<file path="src/rtl/gps_code_pkg.sv">
// Shared types, constants and Gold-code feedback helpers for the GPS L1 C/A
// code NCO and PRN generator.
package gps_code_pkg;

    typedef logic [31:0] phase_t;
    typedef logic [9:0]  chip_idx_t;
    typedef logic [10:1] lfsr_t;

    localparam int unsigned CA_CHIPS           = 1023;
    localparam phase_t      NOMINAL_FCW_16M368 = 32'h1000_0000;
    localparam lfsr_t       LFSR_INIT          = 10'h3ff;

    // G1 characteristic polynomial 1 + x^3 + x^10
    function automatic logic g1_feedback(input lfsr_t s);
        return s[3] ^ s[10];
    endfunction

    // G2 characteristic polynomial 1 + x^2 + x^3 + x^6 + x^8 + x^9 + x^10
    function automatic logic g2_feedback(input lfsr_t s);
        return ^{s[2], s[3], s[6], s[8], s[9], s[10]};
    endfunction

endpackage

</file>
<file path="src/rtl/ca_code_lfsr.sv">
// G1/G2 Gold-code register pair; the chip bit is the G1 output combined with
// the phase-selected G2 taps of the current state.
module ca_code_lfsr
    import gps_code_pkg::*;
#(
    parameter int unsigned G2_TAP_A = 2,
    parameter int unsigned G2_TAP_B = 6
) (
    input  logic clk,
    input  logic rst,
    input  logic step,
    input  logic reload,
    output logic chip
);

    lfsr_t g1_r;
    lfsr_t g2_r;

    // Shift both registers toward bit 10, or restart them at the code epoch
    always_ff @(posedge clk) begin
        if (rst) begin
            g1_r <= LFSR_INIT;
            g2_r <= LFSR_INIT;
        end else if (reload) begin
            g1_r <= LFSR_INIT;
            g2_r <= LFSR_INIT;
        end else if (step) begin
            g1_r <= {g1_r[9:1], g1_feedback(g1_r)};
            g2_r <= {g2_r[9:1], g2_feedback(g2_r)};
        end else begin
            g1_r <= g1_r;
            g2_r <= g2_r;
        end
    end

    assign chip = g1_r[10] ^ g2_r[G2_TAP_A] ^ g2_r[G2_TAP_B];

endmodule

</file>
<file path="src/rtl/code_nco_prn_gen.sv">
// Code-tracking NCO driving a C/A PRN generator, with an early/prompt/late
// delay line feeding the DLL correlators.
module code_nco_prn_gen
    import gps_code_pkg::*;
#(
    parameter int unsigned             PHASE_W     = 32,
    parameter logic [PHASE_W-1:0]      NOMINAL_FCW = NOMINAL_FCW_16M368,
    parameter int unsigned             CHIPS       = CA_CHIPS,
    parameter int unsigned             G2_TAP_A    = 2,
    parameter int unsigned             G2_TAP_B    = 6,
    parameter int unsigned             EL_SPACING  = 8
) (
    input  logic               clk,
    input  logic               rst,
    input  logic               enable,
    input  logic               corr_valid,
    input  logic [PHASE_W-1:0] correction,
    output logic               early,
    output logic               prompt,
    output logic               late,
    output logic [9:0]         chip_idx,
    output logic               epoch,
    output logic [PHASE_W-1:0] code_phase
);

    localparam int unsigned DL_W = 2 * EL_SPACING;
    localparam chip_idx_t   LAST_CHIP = chip_idx_t'(CHIPS - 1);
    // Upper clamp keeps fcw below 2^(PHASE_W-1), so at most one carry per sample
    localparam logic signed [PHASE_W:0] FCW_MIN = {{PHASE_W{1'b0}}, 1'b1};
    localparam logic signed [PHASE_W:0] FCW_MAX = {2'b00, {(PHASE_W-1){1'b1}}};

    logic [PHASE_W-1:0]        phase_r;
    logic [PHASE_W-1:0]        fcw_r;
    chip_idx_t                 chip_idx_r;
    logic                      early_r;
    logic                      epoch_r;
    logic [DL_W:1]             dl_r;

    logic [PHASE_W:0]          acc_s;
    logic                      carry_s;
    logic                      wrap_s;
    logic                      step_s;
    logic                      reload_s;
    logic                      chip_s;
    logic signed [PHASE_W:0]   fcw_sum_s;
    logic [PHASE_W-1:0]        fcw_next_s;

    // Phase accumulation and chip-boundary decode
    always_comb begin
        acc_s    = {1'b0, phase_r} + {1'b0, fcw_r};
        carry_s  = acc_s[PHASE_W];
        wrap_s   = (chip_idx_r == LAST_CHIP);
        step_s   = enable & carry_s & ~wrap_s;
        reload_s = enable & carry_s & wrap_s;
    end

    // Nominal plus signed correction, clamped to the legal fcw range
    always_comb begin
        fcw_sum_s = $signed({1'b0, NOMINAL_FCW}) + $signed({correction[PHASE_W-1], correction});
        if (fcw_sum_s < FCW_MIN) begin
            fcw_next_s = FCW_MIN[PHASE_W-1:0];
        end else if (fcw_sum_s > FCW_MAX) begin
            fcw_next_s = FCW_MAX[PHASE_W-1:0];
        end else begin
            fcw_next_s = fcw_sum_s[PHASE_W-1:0];
        end
    end

    ca_code_lfsr #(
        .G2_TAP_A (G2_TAP_A),
        .G2_TAP_B (G2_TAP_B)
    ) u_lfsr (
        .clk    (clk),
        .rst    (rst),
        .step   (step_s),
        .reload (reload_s),
        .chip   (chip_s)
    );

    // NCO, chip counter, output registers and early/prompt/late delay line
    always_ff @(posedge clk) begin
        if (rst) begin
            phase_r    <= {PHASE_W{1'b0}};
            fcw_r      <= NOMINAL_FCW;
            chip_idx_r <= 10'd0;
            early_r    <= 1'b0;
            epoch_r    <= 1'b0;
            dl_r       <= {DL_W{1'b0}};
        end else begin
            if (corr_valid) begin
                fcw_r <= fcw_next_s;
            end else begin
                fcw_r <= fcw_r;
            end
            if (enable) begin
                phase_r <= acc_s[PHASE_W-1:0];
                early_r <= chip_s;
                dl_r    <= {dl_r[DL_W-1:1], early_r};
                epoch_r <= reload_s;
                if (carry_s) begin
                    chip_idx_r <= wrap_s ? 10'd0 : chip_idx_r + 10'd1;
                end else begin
                    chip_idx_r <= chip_idx_r;
                end
            end else begin
                epoch_r <= 1'b0;
            end
        end
    end

    assign early      = early_r;
    assign prompt     = dl_r[EL_SPACING];
    assign late       = dl_r[DL_W];
    assign chip_idx   = chip_idx_r;
    assign epoch      = epoch_r;
    assign code_phase = phase_r;

endmodule

</file>
<file path="config.mk">
export PLATFORM = sky130hd
export DESIGN_NAME = code_nco_prn_gen
export DESIGN_NICKNAME = d
export VERILOG_FILES = /design/src/rtl/gps_code_pkg.sv /design/src/rtl/ca_code_lfsr.sv /design/src/rtl/code_nco_prn_gen.sv
export SDC_FILE = /design/constraint.sdc
export NUM_CORES = 1
export LEC_CHECK = 0
export CAP_MARGIN = 20
export CORE_MARGIN = 3
export CORE_UTILIZATION = 35
export CTS_BUF_LIST = sky130_fd_sc_hd__clkbuf_8
export CTS_CLUSTER_DIAMETER = 200
export DETAILED_ROUTE_END_ITERATION = 8
export RECOVER_POWER = 25
export SETUP_SLACK_MARGIN = 0.15
export SYNTH_ARGS = -nofsm -noshare
export SYNTH_HDL_FRONTEND = slang
export SYNTH_SLANG_ARGS = --single-unit
</file>
<file path="constraint.sdc">
create_clock -name clk -period 3.15 [get_ports clk]
set_input_delay 0.4725 -clock clk [delete_from_list [all_inputs] [get_ports clk]]
set_output_delay 0.4725 -clock clk [all_outputs]
set_load 0.01 [all_outputs]
</file>
=== After elaboration in Yosys (flattened, before gate mapping) ===
Index checks and enable logic that the tools add are counted.

* Add/sub/neg operators: 3
* $lt $le $gt $ge: 2
* Equality and inequality tests: 1
* Muxes and demuxes: 3
* Bitwise gates (word level): 8
* Reduce and logical (&&, ||, !) cells: 4

{| class="wikitable"
|+ Operators by type and width
! cell !! count
|-
| $mux 32 || 2
|-
| $add 30x32->33 const A || 1
|-
| $add 32x32->33 || 1
|-
| $gt 33x32->1 const B || 1
|-
| $lt 33x2->1 const B || 1
|-
| $add 10x1->10 const B || 1
|-
| $eq 10x10->1 const B || 1
|-
| $mux 10 || 1
|-
| $reduce_xor 6->1 || 1
|-
| $reduce_or 2->1 || 2
|-
| $and 1x1->1 || 3
|-
| $xor 1x1->1 || 3
|-
| $not 1->1 || 2
|-
| $reduce_and 2->1 || 1
|}

* Register bits: 112
* Input port bits: 36
* Word-level logic and storage cells: 29

=== Logic depth before layout (Yosys ltp) ===
* Depth after elaboration: 4
* Gate-level depth with buffers: 11
* Mapped depth without buffers: 10

=== Cells and area by module ===
Synthesis repeated with hierarchy kept, for this count alone.

* Cell total of the unflattened synthesis: 736
* Area, all modules: 6195.9 um^2

{| class="wikitable"
|+ Modules (own cells, without submodules)
! module !! instances !! cells each !! area an instance (um^2) !! seq. area each (um^2)
|-
| code_nco_prn_gen || 1 || 663 || 5427.7 || 1841.8
|-
| ca_code_lfsr || 1 || 73 || 768.2 || 400.4
|}

=== Least setup slack after synthesis ===
OpenSTA, ideal clock, no wires.

* Path kind: register -> register
* Start: register phase_r[0], in the netlist code_phase[0]
* End: register phase_r[20], in the netlist code_phase[20]
* Library setup time: 0.134 ns
* Arrival: 2.658 ns
* Setup slack: 0.358 ns
* Cell stages (with the launch flop): 11
* Period minus slack after synthesis: 2.792 ns
* Path through: dfxtp_1 -> ha_1 -> fa_1 -> a211oi_1 -> o21ai_1 -> a31o_1 -> a31oi_1 -> or2_1 -> o21bai_1 -> and3_1 -> or4_1

* Cells in the longest elaborated chain, start to end: 1

{| class="wikitable"
|+ RTL lines
! element !! line !! RTL
|-
| start, declared || code_nco_prn_gen.sv:32 || <nowiki>logic [PHASE_W-1:0] phase_r;</nowiki>
|-
| start signal, assigned || code_nco_prn_gen.sv:83 || <nowiki>phase_r <= {PHASE_W{1'b0}};</nowiki>
|-
| start signal, assigned || code_nco_prn_gen.sv:96 || <nowiki>phase_r <= acc_s[PHASE_W-1:0];</nowiki>
|-
| $add 32x32->33 || code_nco_prn_gen.sv:50 || <nowiki>acc_s = {1'b0, phase_r} + {1'b0, fcw_r};</nowiki>
|}

Every way passes these cells.
A chain may end at the register's enable or synchronous reset.

=== Worst setup path after layout ===
* Start: register phase_r[7], in the netlist code_phase[7]
* End: register phase_r[20], in the netlist code_phase[20]

The elaborated chain is that of the path after synthesis.

==> results.cfg <==
[timing]
fin_tns_setup_ps = 0
tightest_slew_ps = 1690
drv_slew = 28
fmax_mhz = 347
fin_skew_ps = 17.0
finalSetupViolCount = 0
holdWs_ps = 422
timing.final.crit_share_pct = 91.5
rsz0062_at_grt = true
slew-limit-headroom_pct = -12.8
hold_viol_final = 0
min_period_ps = 2880

[die]
core_area_um2 = 16900
die_h_um = 138
die_w_um = 138
io_pins = 82
start_util_pct = 36.3
placementRows = 47
dieArea_um2 = 19100

[synthesis]
syn-instance-count = 750
ys_ff_latch = 112
synth_area_um2 = 6120
synthArstFlopShare_pct = 0
avgSynthCellArea_um2 = 8.17
synth_edf_count = 0
ys_seq_area_share_pct = 36.6
synth.net_count = 823
synth.distinct_cells = 64
synth_ff_type = dfxtp_1
ys_warn_count = 0

[worst_setup_path]
reg2reg_slack_ps = 270
critPathLaunchType = flip-flop
setup.worst_path.class = reg -> reg
timing.rr.end = code_phase[20]$_SDFFE_PP0P_
r2r-start = code_phase[7]$_SDFFE_PP0P_
r2r_cells = 9
crit_arrival_ps = 3160
end_kind = flip-flop
crit_path_max_fanout = 6
cp_data_required_time_ps = 3430

[finish]
layout_commonest_cell = dfxtp_1
antenna_cells = 0
seq_area_um2 = 2240
layout_common_cells = dfxtp_1, nor2_1, nand2_1
nNetsFinal = 891
multi_input_area_um2 = 3710
filler_cell_count = 1699
layout-drive-gt1-share_pct = 5.84
area_delta_synth_final_pct = 21.3

[run_status]
status = complete, but fails checks
failed_checks = max-capacitance violations, max-slew violations

[clock_network]
hold_buffers = 0
clk_latency_ps = 410
clock_path_buffers = 2
numCtsBuffers = 9
htree_levels = 3
cts_tree = built
cts.sinks = 112
cts.clk_slew.worst_paths_ps = 110
cts_setup_buffers = 0
root_buffer = clkbuf_8

[run]
maxCapViolCount = 1

[pwr]
p_leak_nw = 2.99
cellPowerDensity_nw_per_um2 = 395
ir_worst_vdd_v = 0.000262

[route]
wl_per_cell_um = 15.5
totalWireLength_mm = 16.2
viasPerCell = 5.32
ant_nets = 0
detail_route.drc_violations = 0
dr.pass1.iters = 5
vias = 5539
drt_iter0_drc = 325

[global_route]
busiest_layer = met2
overflow = 0
grtUsageMet1_pct = 22.8
track_usage_pct = 16.7
grt_use_met3_pct = 4.49
grt_max_degree = 57
grt_pass1_vias = 5185
antenna_found_initial = 0
met2_usage_pct = 26.7
grt_pass1_wl_mm = 26.7

[worst_hold_path]
min-delay-start = rst
worst_hold_path.num_cells = 2
hold_path.class = in -> reg
hold-path-endpoint = chip_idx[0]$_SDFFE_PP0N_

[placement]
port_buffers = 81
dp.final_hpwl_mm = 11.8
place.gp.congestion = 0.857
[state kept, by name, summed over array words and instances (netlist names)]
name	cells
u_lfsr.g1_r	10
chip_idx	10
dl_r	16
early	1
fcw_r	32
u_lfsr.g2_r	10
code_phase	32
epoch	1
[layout make-up]
cell class / count / share of cell area [%]
timing repair buffer: 98 / 12.7
multi-input combinational: 583 / 50.0
clock buffer: 10 / 1.85
sequential: 112 / 30.2
inverter: 14 / 0.707
tap: 220 / 3.71
clock inverter: 5 / 0.876
[cell usage after synthesis, types with 4 or more instances]
master / instances / area share, %
nand4b_1: 4 / 0.57
a21oi_1: 68 / 5.6
or3_1: 7 / 0.71
nor3_1: 35 / 2.9
o21ai_1: 24 / 2.0
dfxtp_1: 112 / 37
nor2b_1: 5 / 0.51
a2111oi_0: 5 / 0.71
mux2i_1: 28 / 4.6
o21bai_1: 6 / 0.74
o21a_1: 6 / 0.74
ha_1: 36 / 7.4
inv_1: 12 / 0.74
nor2_1: 82 / 5.0
a21o_1: 12 / 1.5
and3_1: 12 / 1.2
nand4_1: 8 / 0.82
o22ai_1: 4 / 0.41
buf_1: 8 / 0.49
clkbuf_1: 30 / 1.8
nand2_1: 70 / 4.3
nor4_1: 9 / 0.92
xor2_1: 8 / 1.1
o211ai_1: 5 / 0.61
a31oi_1: 7 / 0.71
a211oi_1: 10 / 1.2
xnor2_1: 20 / 2.9
nand3_1: 17 / 1.4
o21ai_0: 44 / 3.6
and2_1: 5 / 0.51
[report_power, final]
part | total (W) | switching [W] | internal (W)
Combinational | 0.000503 | 0.000280 | 0.000223
Sequential | 0.00151 | 0.0000441 | 0.00147
Clock | 0.000921 | 0.000524 | 0.000397
[stage by stage]
stage | util [%] | setup WS, ps | instance area [um2] | std cells | total power (W)
after global routing | 44.0 | 89.7 | 7430 | 1042 | 0.00308
final | 44.0 | 269 | 7430 | 1042 | 0.00294
after global placement | 42.7 | 134 | 7200 | 1027 | 0.00205
after detailed placement | 42.7 | 60.2 | 7200 | 1027 | 0.00205
after CTS | 43.9 | 121 | 7410 | 1042 | 0.00296
after floorplan | - | 358 | 6120 | 750 | 0.00184
[timing repair]
action,in CTS,in global routing
cloned,0,0
gates resized for setup,2,7
setup endpoints to repair,11,35
pin swaps,0,6
[per-layer routing]
| layer | wire length [um] | vias up |
|---|---|---|
| li1 | - | 2864 |
| met1 | 7920 | 2576 |
| met2 | 7360 | 89 |
| met3 | 753 | 10 |
| met4 | 154 | 0 |
| met5 | 0 | - |
[logic make-up after synthesis]
family          count (synthesis)  synth area share [%]
simple gates                  266                  20.4
buf+inv                        55                  3.55
mux                            28                  4.58
flops                         112                  36.6
compound gates                224                  23.2
xor+xnor                       28                  4.00
fa+ha+maj                      37                  7.68
[how the worst max path moves through the flow]
stage | startpoint | to | slack, ps
final | code_phase[7]$_SDFFE_PP0P_ | code_phase[20]$_SDFFE_PP0P_ | 270
after detailed placement | code_phase[0]$_SDFFE_PP0P_ | code_phase[20]$_SDFFE_PP0P_ | 60
after floorplan | code_phase[0]$_SDFFE_PP0P_ | code_phase[20]$_SDFFE_PP0P_ | 360
after CTS | code_phase[0]$_SDFFE_PP0P_ | code_phase[20]$_SDFFE_PP0P_ | 120
after global placement | code_phase[1]$_SDFFE_PP0P_ | code_phase[31]$_SDFFE_PP0P_ | 130
after global routing | code_phase[7]$_SDFFE_PP0P_ | code_phase[20]$_SDFFE_PP0P_ | 90
[worst max-delay path: stages, from the launching register on]
cell and delay, ps:
dfxtp_1 350, ha_1 380, a2111oi_1 510, o21ai_2 170, a31o_1 250, a31oi_2 220
or2_1 170, o21bai_1 80, and3_1 160, or4_1 490
(Power assumes the default switching activity.)
